==> src/rtl/rvh_l1d_pkg.sv <==
// Shared L1D definitions: MESI encoding and the write-back queue issue FSM states.
package rvh_l1d_pkg;

    localparam logic [1:0] MESI_I = 2'd0;
    localparam logic [1:0] MESI_S = 2'd1;
    localparam logic [1:0] MESI_E = 2'd2;
    localparam logic [1:0] MESI_M = 2'd3;

    typedef enum logic [1:0] {
        WBQ_IDLE  = 2'd0,
        WBQ_AW    = 2'd1,
        WBQ_WDATA = 2'd2
    } wbq_state_e;

    function automatic logic mesi_is_dirty(input logic [1:0] mesi);
        return mesi == MESI_M;
    endfunction

endpackage

==> src/rtl/rvh_l1d_wbq_beat_mux.sv <==
// Selects one BUS_BITS-wide beat out of a full cache line.
module rvh_l1d_wbq_beat_mux #(
    parameter  int LINE_BITS = 512,
    parameter  int BUS_BITS  = 64,
    localparam int BEATS     = LINE_BITS / BUS_BITS,
    localparam int SEL_W     = (BEATS > 1) ? $clog2(BEATS) : 1
) (
    input  logic [LINE_BITS-1:0] line,
    input  logic [SEL_W-1:0]     sel,
    output logic [BUS_BITS-1:0]  beat
);

    logic [BUS_BITS-1:0] beats [BEATS];

    for (genvar g = 0; g < BEATS; g++) begin : g_split
        assign beats[g] = line[g*BUS_BITS +: BUS_BITS];
    end

    assign beat = beats[sel];

endmodule

==> src/rtl/rvh_l1d_wbq.sv <==
// L1D write-back queue: buffers evicted lines, issues AW (+W burst for dirty lines),
// retires clean lines on AW and dirty lines on B, and answers combinational snoops.
module rvh_l1d_wbq
    import rvh_l1d_pkg::*;
#(
    parameter  int N_ENTRY   = 4,
    parameter  int LINE_BITS = 512,
    parameter  int BUS_BITS  = 64,
    parameter  int ADDR_BITS = 16,
    localparam int IDX_W     = $clog2(N_ENTRY),
    localparam int BEATS     = LINE_BITS / BUS_BITS,
    localparam int CNT_W     = (BEATS > 1) ? $clog2(BEATS) : 1
) (
    input  logic                 clk,
    input  logic                 rst,

    input  logic                 enq_valid_i,
    output logic                 enq_ready_o,
    input  logic [ADDR_BITS-1:0] enq_addr_i,
    input  logic [1:0]           enq_mesi_i,
    input  logic [LINE_BITS-1:0] enq_data_i,

    input  logic                 snp_valid_i,
    input  logic [ADDR_BITS-1:0] snp_addr_i,
    output logic                 snp_hit_o,
    output logic [IDX_W-1:0]     snp_idx_o,
    output logic [LINE_BITS-1:0] snp_data_o,
    output logic [1:0]           snp_mesi_o,

    input  logic                 chg_en_i,
    input  logic [IDX_W-1:0]     chg_idx_i,
    input  logic [1:0]           chg_mesi_i,

    output logic                 aw_valid_o,
    input  logic                 aw_ready_i,
    output logic [ADDR_BITS-1:0] aw_addr_o,
    output logic [IDX_W-1:0]     aw_id_o,
    output logic                 aw_dirty_o,

    output logic                 w_valid_o,
    input  logic                 w_ready_i,
    output logic [BUS_BITS-1:0]  w_data_o,
    output logic                 w_last_o,

    input  logic                 b_valid_i,
    output logic                 b_ready_o,
    input  logic [IDX_W-1:0]     b_id_i,

    output logic [IDX_W:0]       occupancy_o,
    output logic [1:0]           dbg_state_o
);

    logic [N_ENTRY-1:0]   valid_q;
    logic [N_ENTRY-1:0]   issued_q;
    logic [ADDR_BITS-1:0] addr_q [N_ENTRY];
    logic [1:0]           mesi_q [N_ENTRY];
    logic [LINE_BITS-1:0] data_q [N_ENTRY];

    logic [IDX_W-1:0]     alloc_ptr;
    logic [IDX_W-1:0]     issue_ptr;
    logic [CNT_W-1:0]     cnt_q;
    wbq_state_e           state_q;

    logic enq_fire;
    logic aw_fire;
    logic w_fire;
    logic b_fire;
    logic cur_dirty;

    // Every channel transfers on the cycle where valid and ready are both high;
    // a valid, once raised, holds its payload until that cycle.
    assign enq_ready_o = ~valid_q[alloc_ptr];
    assign enq_fire    = enq_valid_i & enq_ready_o;

    assign cur_dirty   = mesi_is_dirty(mesi_q[issue_ptr]);
    assign aw_valid_o  = (state_q == WBQ_AW);
    assign aw_addr_o   = addr_q[issue_ptr];
    assign aw_id_o     = issue_ptr;
    assign aw_dirty_o  = cur_dirty;
    assign aw_fire     = aw_valid_o & aw_ready_i;

    assign w_valid_o   = (state_q == WBQ_WDATA);
    assign w_last_o    = w_valid_o & (cnt_q == CNT_W'(BEATS - 1));
    assign w_fire      = w_valid_o & w_ready_i;

    // B to a slot that is not awaiting a response is dropped.
    assign b_ready_o   = 1'b1;
    assign b_fire      = b_valid_i & issued_q[b_id_i];

    assign dbg_state_o = state_q;

    rvh_l1d_wbq_beat_mux #(
        .LINE_BITS (LINE_BITS),
        .BUS_BITS  (BUS_BITS)
    ) u_beat_mux (
        .line (data_q[issue_ptr]),
        .sel  (cnt_q),
        .beat (w_data_o)
    );

    always_ff @(posedge clk) begin
        if (rst) begin
            valid_q   <= '0;
            issued_q  <= '0;
            alloc_ptr <= '0;
            issue_ptr <= '0;
            cnt_q     <= '0;
            state_q   <= WBQ_IDLE;
        end else begin
            if (enq_fire) begin
                valid_q[alloc_ptr] <= 1'b1;
                alloc_ptr          <= alloc_ptr + IDX_W'(1);
            end

            case (state_q)
                WBQ_IDLE: begin
                    if (valid_q[issue_ptr] && !issued_q[issue_ptr]) begin
                        state_q <= WBQ_AW;
                    end
                end
                WBQ_AW: begin
                    if (aw_fire) begin
                        if (cur_dirty) begin
                            issued_q[issue_ptr] <= 1'b1;
                            cnt_q               <= '0;
                            state_q             <= WBQ_WDATA;
                        end else begin
                            // Clean lines need no data phase and no response.
                            valid_q[issue_ptr] <= 1'b0;
                            issue_ptr          <= issue_ptr + IDX_W'(1);
                            state_q            <= WBQ_IDLE;
                        end
                    end
                end
                WBQ_WDATA: begin
                    if (w_fire) begin
                        cnt_q <= cnt_q + CNT_W'(1);
                        if (w_last_o) begin
                            issue_ptr <= issue_ptr + IDX_W'(1);
                            state_q   <= WBQ_IDLE;
                        end
                    end
                end
                default: state_q <= WBQ_IDLE;
            endcase

            if (b_fire) begin
                valid_q[b_id_i]  <= 1'b0;
                issued_q[b_id_i] <= 1'b0;
            end
        end
    end

    // Payload storage carries no reset; liveness is tracked solely by valid_q.
    always_ff @(posedge clk) begin
        if (enq_fire) begin
            addr_q[alloc_ptr] <= enq_addr_i;
            mesi_q[alloc_ptr] <= enq_mesi_i;
            data_q[alloc_ptr] <= enq_data_i;
        end
        if (chg_en_i && valid_q[chg_idx_i]) begin
            mesi_q[chg_idx_i] <= chg_mesi_i;
        end
    end

    always_comb begin
        snp_hit_o  = 1'b0;
        snp_idx_o  = '0;
        snp_data_o = '0;
        snp_mesi_o = '0;
        // Scan downward so the lowest matching index is the one left standing.
        for (int i = N_ENTRY - 1; i >= 0; i--) begin
            if (snp_valid_i && valid_q[i] && (addr_q[i] == snp_addr_i)) begin
                snp_hit_o  = 1'b1;
                snp_idx_o  = IDX_W'(i);
                snp_data_o = data_q[i];
                snp_mesi_o = mesi_q[i];
            end
        end
    end

    always_comb begin
        occupancy_o = '0;
        for (int i = 0; i < N_ENTRY; i++) begin
            occupancy_o = occupancy_o + (IDX_W + 1)'(valid_q[i]);
        end
    end

endmodule

==> config.mk <==
export PLATFORM = sky130hd
export DESIGN_NAME = rvh_l1d_wbq
export DESIGN_NICKNAME = d
export VERILOG_FILES = /design/src/rtl/rvh_l1d_pkg.sv /design/src/rtl/rvh_l1d_wbq_beat_mux.sv /design/src/rtl/rvh_l1d_wbq.sv
export SDC_FILE = /design/constraint.sdc
export NUM_CORES = 2
export LEC_CHECK = 0
export CAP_MARGIN = 15
export CORE_ASPECT_RATIO = 0.5
export CORE_UTILIZATION = 45
export CTS_CLUSTER_SIZE = 28
export DETAILED_ROUTE_END_ITERATION = 6
export PLACE_DENSITY = 0.75
export REMOVE_ABC_BUFFERS = 1
export SYNTH_ARGS = -nofsm -noshare
export SYNTH_HDL_FRONTEND = slang
export SYNTH_HIERARCHICAL = 1
export SYNTH_SLANG_ARGS = --single-unit
==> constraint.sdc <==
create_clock -name clk -period 27.5 [get_ports clk]
set_clock_uncertainty 0.15 [all_clocks]
set_input_delay 8.25 -clock clk [delete_from_list [all_inputs] [get_ports clk]]
set_output_delay 8.25 -clock clk [all_outputs]
set_load 0.05 [all_outputs]
=== Word-level counts from Yosys, hierarchy flattened ===
Memory sizes are Yosys's and may differ from the RTL's. A register that Yosys moved wholly into a read port is not among the register bits.
Index checks and enable logic that the tools add are counted.

* Add/subtract/negate cells: 6
* Multiply operators: 0
* Divide/modulo/power cells: 0
* $lt $le $gt $ge: 8
* Equal/unequal tests: 14
* Shifts and indexed selects: 0
* Multiplexer cells: 72
* Bitwise logic cells: 14
* Reduce and logical (&&, ||, !) cells: 19

{| class="wikitable"
|+ Operators by type and width
! cell !! number
|-
| $mux 512 || 4
|-
| $bmux 64 s3 || 1
|-
| $mux 64 || 2
|-
| $eq 16x16->1 || 4
|-
| $mux 4 || 12
|-
| $mux 2 || 23
|-
| $mux 1 || 16
|-
| $logic_and 1x1->1 || 13
|-
| $and 4x4->4 || 3
|-
| $lt 2x3->1 const B || 4
|-
| $bmux 1 s2 || 5
|-
| $mux 3 || 3
|-
| $ne 2x1->1 const B || 4
|-
| $not 4->4 || 2
|-
| $or 4x4->4 || 2
|-
| $reduce_and 4->1 || 2
|-
| $demux 1 s2 || 3
|-
| $ge 2x1->1 const B || 3
|-
| $pmux 2 s3 || 1
|-
| $pmux 3 s2 || 1
|-
| $and 1x1->1 || 5
|-
| $reduce_and 5->1 || 1
|-
| $add 2x1->2 const B || 2
|-
| $eq 2x2->1 const B || 2
|-
| other kinds (14) || 15
|}

* Register bits: 17
* Latch bits: 0
* Memory bits (writable): 2120
* Bits in read-only memories: 0
* Output and inout bits: 610
* Memories kept: 3

{| class="wikitable"
|+ Memory list
! name !! words !! width !! read ports !! clocked after Yosys merged registers in !! wr ports !! RTL line !! text
|-
| data_q || 4 || 512 || 5 || 1 || 1 || rvh_l1d_wbq.sv:57 || <nowiki>logic [LINE_BITS-1:0] data_q [N_ENTRY];</nowiki>
|-
| addr_q || 4 || 16 || 5 || 1 || 1 || rvh_l1d_wbq.sv:55 || <nowiki>logic [ADDR_BITS-1:0] addr_q [N_ENTRY];</nowiki>
|-
| mesi_q || 4 || 2 || 5 || 1 || 2 || rvh_l1d_wbq.sv:56 || <nowiki>logic [1:0] mesi_q [N_ENTRY];</nowiki>
|}

=== Longest topological paths before layout ===
* Depth in word-level cells: 14
* Mapped depth: 10

=== Hierarchy ===
The synthesis kept the hierarchy.

{| class="wikitable"
|+ Modules (own cells, without submodules)
! module !! times used !! cells each !! area an instance (sq um) !! seq. area each (sq um)
|-
| rvh_l1d_wbq || 1 || 5933 || 92829.0 || 64041.4
|-
| rvh_l1d_wbq_beat_mux || 1 || 227 || 3832.4 || 0.0
|}

=== Worst setup path before layout ===
OpenSTA, ideal clock, no wires.

* Path kind: in2reg
* Start point: input port enq_valid_i
* End point: register valid_q[0]
* Arrival: 22.128 ns
* Data required time: 27.234 ns
* Setup slack: 5.106 ns
* Stages: 4
* Path buffers: 1
* Cells stage by stage: nor2b_1 > clkbuf_1 > and2_1 > o221a_2

* Longest elaborated chain between the ends: 10

{| class="wikitable"
|+ Ends and longest elaborated chain
! element !! RTL line !! text
|-
| start, declared || rvh_l1d_wbq.sv:17 || <nowiki>input logic enq_valid_i,</nowiki>
|-
| $and 1x1->1 * || rvh_l1d_wbq.sv:73 || <nowiki>assign enq_fire = enq_valid_i & enq_ready_o;</nowiki>
|-
| $mux 4 * || rvh_l1d_wbq.sv:110 || <nowiki>if (enq_fire) begin</nowiki>
|-
| $mux 4 * || rvh_l1d_wbq.sv:102 || <nowiki>if (rst) begin</nowiki>
|-
| $and 4x4->4 (no source line) || -- ||
|-
| $mux 4 || rvh_l1d_wbq.sv:123 || <nowiki>if (cur_dirty) begin</nowiki>
|-
| $mux 4 || rvh_l1d_wbq.sv:122 || <nowiki>if (aw_fire) begin</nowiki>
|-
| $mux 4 * || rvh_l1d_wbq.sv:115 || <nowiki>case (state_q)</nowiki>
|-
| $mux 4 * || rvh_l1d_wbq.sv:102 ||
|-
| $and 4x4->4 (no source line) || -- ||
|-
| $mux 4 * || rvh_l1d_wbq.sv:147 || <nowiki>if (b_fire) begin</nowiki>
|-
| end signal, assigned || rvh_l1d_wbq.sv:103 || <nowiki>valid_q <= '0;</nowiki>
|-
| end signal, assigned by index || rvh_l1d_wbq.sv:111 || <nowiki>valid_q[alloc_ptr] <= 1'b1;</nowiki>
|-
| end signal, assigned by index || rvh_l1d_wbq.sv:148 || <nowiki>valid_q[b_id_i] <= 1'b0;</nowiki>
|-
| end, declared || rvh_l1d_wbq.sv:53 || <nowiki>logic [N_ENTRY-1:0] valid_q;</nowiki>
|}

Mark *: on every way between the ends. The rest lies on a longest branch, timed or not. The select of a mux whose other input is x is not followed.
A chain may end at the register's enable or synchronous reset.

=== Worst setup path after layout ===
* Start point: input port snp_addr_i[5]
* End point: output port snp_data_o[94]

* Longest elaborated chain between the ends: 6
* Elaborated cells between the ends (all ways): 12
* Those cells by class: eq/ne: 4; mux: 4; reduce/logical: 4

{| class="wikitable"
|+ Ends and longest elaborated chain
! element !! RTL line !! text
|-
| start, declared || rvh_l1d_wbq.sv:24 || <nowiki>input logic [ADDR_BITS-1:0] snp_addr_i,</nowiki>
|-
| $eq 16x16->1 || rvh_l1d_wbq.sv:173 || <nowiki>if (snp_valid_i && valid_q[i] && (addr_q[i] == snp_addr_i)) begin</nowiki>
|-
| $logic_and 1x1->1 || rvh_l1d_wbq.sv:173 ||
|-
| $mux 512 (3 in series) || rvh_l1d_wbq.sv:173 ||
|-
| $mux 512 * || rvh_l1d_wbq.sv:173 ||
|-
| end, declared || rvh_l1d_wbq.sv:27 || <nowiki>output logic [LINE_BITS-1:0] snp_data_o,</nowiki>
|}

Mark *: on every way between the ends. The rest lies on a longest branch, timed or not.

==> summary.txt <==
Yosys
  • Post-synthesis adder-cell area fraction: 0.215%
  • Number of synthesized flops with an enable pin: 2120
  • XOR/XNOR share of the synthesized area: 0.598%
  • Mux cell area share after synthesis: 16.2%
  • Cell count after synthesis: 6160
  • Avg Cell Area, Syn: 15.7 µm²
  • Post-synth ARST share: 0%
  • Yosys cell types: 43
  • Sequential fraction of the synthesis area: 66.3%
  • Largest family of logic cells by synthesized area: multiplexers
  • Post-synth top flop: edfxtp_1
  • Ys Warns: 6
  • Simple-Gate Fraction of Synth Area: 6.46%
  • Synth Register Bits: 2139
  • Synthesized cell area: 0.0967 mm²
  • Compound-Gate Fraction of Synth Area: 7.50%

Clocking
  • CTS buffer count: 196
  • Max Root-Sink Buffers: 4
  • Post-CTS resize count: 0
  • Clk Latency, worst-skew pair: 800 ps
  • Clock Pin Slew Worst Setup and Hold Paths: 70 ps
  • Hold Buf Count CTS: 0
  • Clock root buffer master: clkbuf_16
  • Clock sinks: 2139
  • CTS tree: yes
  • Setup bufs post-CTS: 0
  • H-tree depth: 4

Setup path
  • Crit. End Element: output pin
  • Worst path max stage delay: 940 ps
  • R2r worst-path depth: 7
  • Critical R2R Launch: alloc_ptr[0]
  • Reg2reg end: data_q[3][399]
  • Crit-path max FO: 65
  • WP data arrival: 14230 ps
  • Critical path class: input port to output pin
  • Critical Path RT: 19100 ps
  • Flop2flop setup slack: 21810 ps
  • Critical path's slowest cell: clkdlybuf4s50_1
  • CP Cell Sequence: clkdlybuf4s50_1 -> xnor2_1 -> nand4_1 -> or4_4 -> nor4_4 -> buf_4 -> buf_4 -> buf_4 -> nand2_1 -> a32oi_1 -> clkdlybuf4s50_1
  • Most numerous cell on the critical path: buf_4
  • Critical path startpoint category: input port

Floorplan
  • Area of the core: 0.212 mm²
  • IO Pins: 1170
  • DIE WIDTH: 657 µm
  • Die height: 330 µm
  • Die area: 0.217 mm²
  • Initial Util: 45.6%
  • # rows: 119

Final layout
  • Fillcell total: 16300
  • Multi-input logic area: 0.0300 mm²
  • Nets: 7685
  • Commonest non-fill, non-tap cell in the layout: edfxtp_1
  • Fraction of layout cells with a size suffix above 1: 15.2%
  • Most frequent cells in the layout: 2120 x edfxtp_1, 1557 x nand2_1, 1168 x clkdlybuf4s50_1
  • Area grow syn2layout: 20.9%
  • Fin area: 0.117 mm²
  • Sequential standard cell area: 0.0641 mm²

Routing
  • Post-Route WL: 339000 µm
  • Via count: 67100
  • Drt drc: 4
  • DR pass1 iterations: 7
  • Post-DRT Antenna Nets: 0
  • DR WL/cell: 33.0 µm
  • Violation count after the first detailed-route iteration: 9806
  • Vias per cell: 6.53

Pwr
  • Cell Pwr Density: 76.5 mW/mm²
  • Register share of total power: 45.8%
  • Combinational power share: 24.1%
  • Peak supply drop: 0.0762 mV
  • Clock Power Share: 30.1%
  • Net switching power: 2.56 mW
  • Switching share of power: 28.7%
  • Pleak: 34.1 nW
  • Int Pwr: 6.38 mW

Timing
  • Final TNS setup: 0 ps
  • Final worst-path cycle share: 82.3%
  • Worst slew pin tran: 1280 ps
  • RSZ-0062 raised after global routing: no
  • Final worst slack: 4870 ps
  • Max Slew Vio Count: 0
  • Hold Slack: 386 ps
  • Max-slew headroom: 14.5%
  • F_max: 0.0442 GHz
  • Final hold violations: 0
  • Minimum clock period: 22630 ps
  • Setup-failing EPs final: 0

Global route
  • Remaining global-route overflow: 0
  • Largest net degree at the start of global routing: 171
  • Initial antenna violation count: 196
  • Vias in the first global route: 64600
  • GRT Total Usage: 30.1%
  • First-pass GRT wire length: 471000 µm

Min path
  • Hold path start: issued_q[2]
  • Worst Hold Class: flop to flop
  • Worst hold endpoint: issued_q[2]
  • Hold path depth: 2

Place
  • Post-DP HPWL: 215000 µm
  • Post-DP Area: 0.110 mm²
  • Pre-CTS setup slack: 5100 ps
  • Port Buffer Count: 1168
  • GP Congestion: 0.952

Job
  • MaxCap Viol Count: 0

Outcome
  • Failing checks: design-rule violations
  • Outcome: finished, violations left
## registers in the layout, summed over array words and instances, names as in the netlist, named ones only
signal,flops
alloc_ptr,2
valid_q,4
addr_q,64
data_q,2048
issued_q,4
dbg_state_o,2
cnt_q,3
aw_id_o,2
mesi_q,8
## critical path, delay by kind of cell
kind / cells / cell delay, ps
and+or+nand+nor: 4 / 1010
AOI/OAI and AO/OA: 1 / 640
xor gates and xnor gates: 1 / 370
buffers and inverters: 5 / 3810
## metrics by stage
step	cells	utilization, %	power (mW)
final	10300	55.1	8.94
after global routing	10300	55.1	9.19
after detailed placement	9754	52.1	6.29
after CTS	10100	54.9	8.95
after global placement	9754	52.1	6.27
after floorplan	5653	-	6.64
## cells by family (layout without fill, tap and decap cells)
logic type,after synthesis,in the layout
mux,734,734
simple gates,1624,1624
xor+xnor,66,66
buf+inv,526,1626
flops,2139,2139
fa+ha+maj,16,16
other cells,1,175
compound gates,1054,1054
## synthesized netlist by cell type (2+ instances only)
cell | number | share of area [%]
edfxtp_1 | 2120 | 66
nand2_1 | 1558 | 6.1
mux4_2 | 658 | 15
o21ai_0 | 520 | 2.7
a32oi_1 | 514 | 4.7
clkbuf_1 | 192 | 0.75
buf_2 | 136 | 0.70
buf_1 | 105 | 0.41
mux2_2 | 73 | 0.85
buf_6 | 65 | 0.76
xnor2_1 | 57 | 0.52
dfxtp_1 | 19 | 0.39
inv_1 | 19 | 0.074
ha_1 | 15 | 0.19
nor2_1 | 15 | 0.058
nand4_1 | 13 | 0.084
buf_4 | 9 | 0.070
xor2_1 | 9 | 0.082
and2_1 | 8 | 0.052
a21oi_1 | 7 | 0.036
nand3_1 | 7 | 0.036
a31oi_1 | 6 | 0.039
nor2b_1 | 6 | 0.039
nor3_1 | 4 | 0.021
mux2i_1 | 3 | 0.031
nand4b_1 | 2 | 0.018
nor4_1 | 2 | 0.013
o221a_2 | 2 | 0.023
or4_1 | 2 | 0.016
## worst max path at each step
stage	start	to	slack (ps)	cells past startpoint
global placement	snp_addr_i[5]	snp_data_o[469]	5180	11
CTS	snp_addr_i[5]	snp_data_o[94]	5090	11
detailed placement	snp_addr_i[5]	snp_data_o[94]	5100	11
finish	snp_addr_i[5]	snp_data_o[94]	4870	11
floorplan	snp_addr_i[7]	snp_data_o[0]	-64320	6
global route	snp_addr_i[1]	snp_data_o[344]	4860	11
## routing by layer
metal,share of wire (%),GRT usage (%)
met1,35,38.2
met2,45,44.2
met3,11,6.97
met4,9.8,25.5
met5,0.058,0
## power groups by stage
stage / sequential, mW / clock [mW] / combinational, mW
final: 4.09 / 2.69 / 2.16
after detailed placement: 4.15 / 0 / 2.14
after CTS: 4.08 / 2.71 / 2.15
after floorplan: 4.49 / 0 / 2.15
after global routing: 4.12 / 2.83 / 2.24
after global placement: 4.14 / 0 / 2.14
## layout make-up
class | instances | share of cell area, %
Antenna cell | 174 | 0.373
Clock buffer | 238 | 4.37
Clock inverter | 111 | 0.814
Inverter | 19 | 0.0803
Multi-Input combinational cell | 3495 | 25.7
Sequential cell | 2139 | 54.8
Tap cell | 2843 | 3.04
Timing Repair Buffer | 1258 | 10.8
Note: power is estimated with default switching activity, not from simulation.
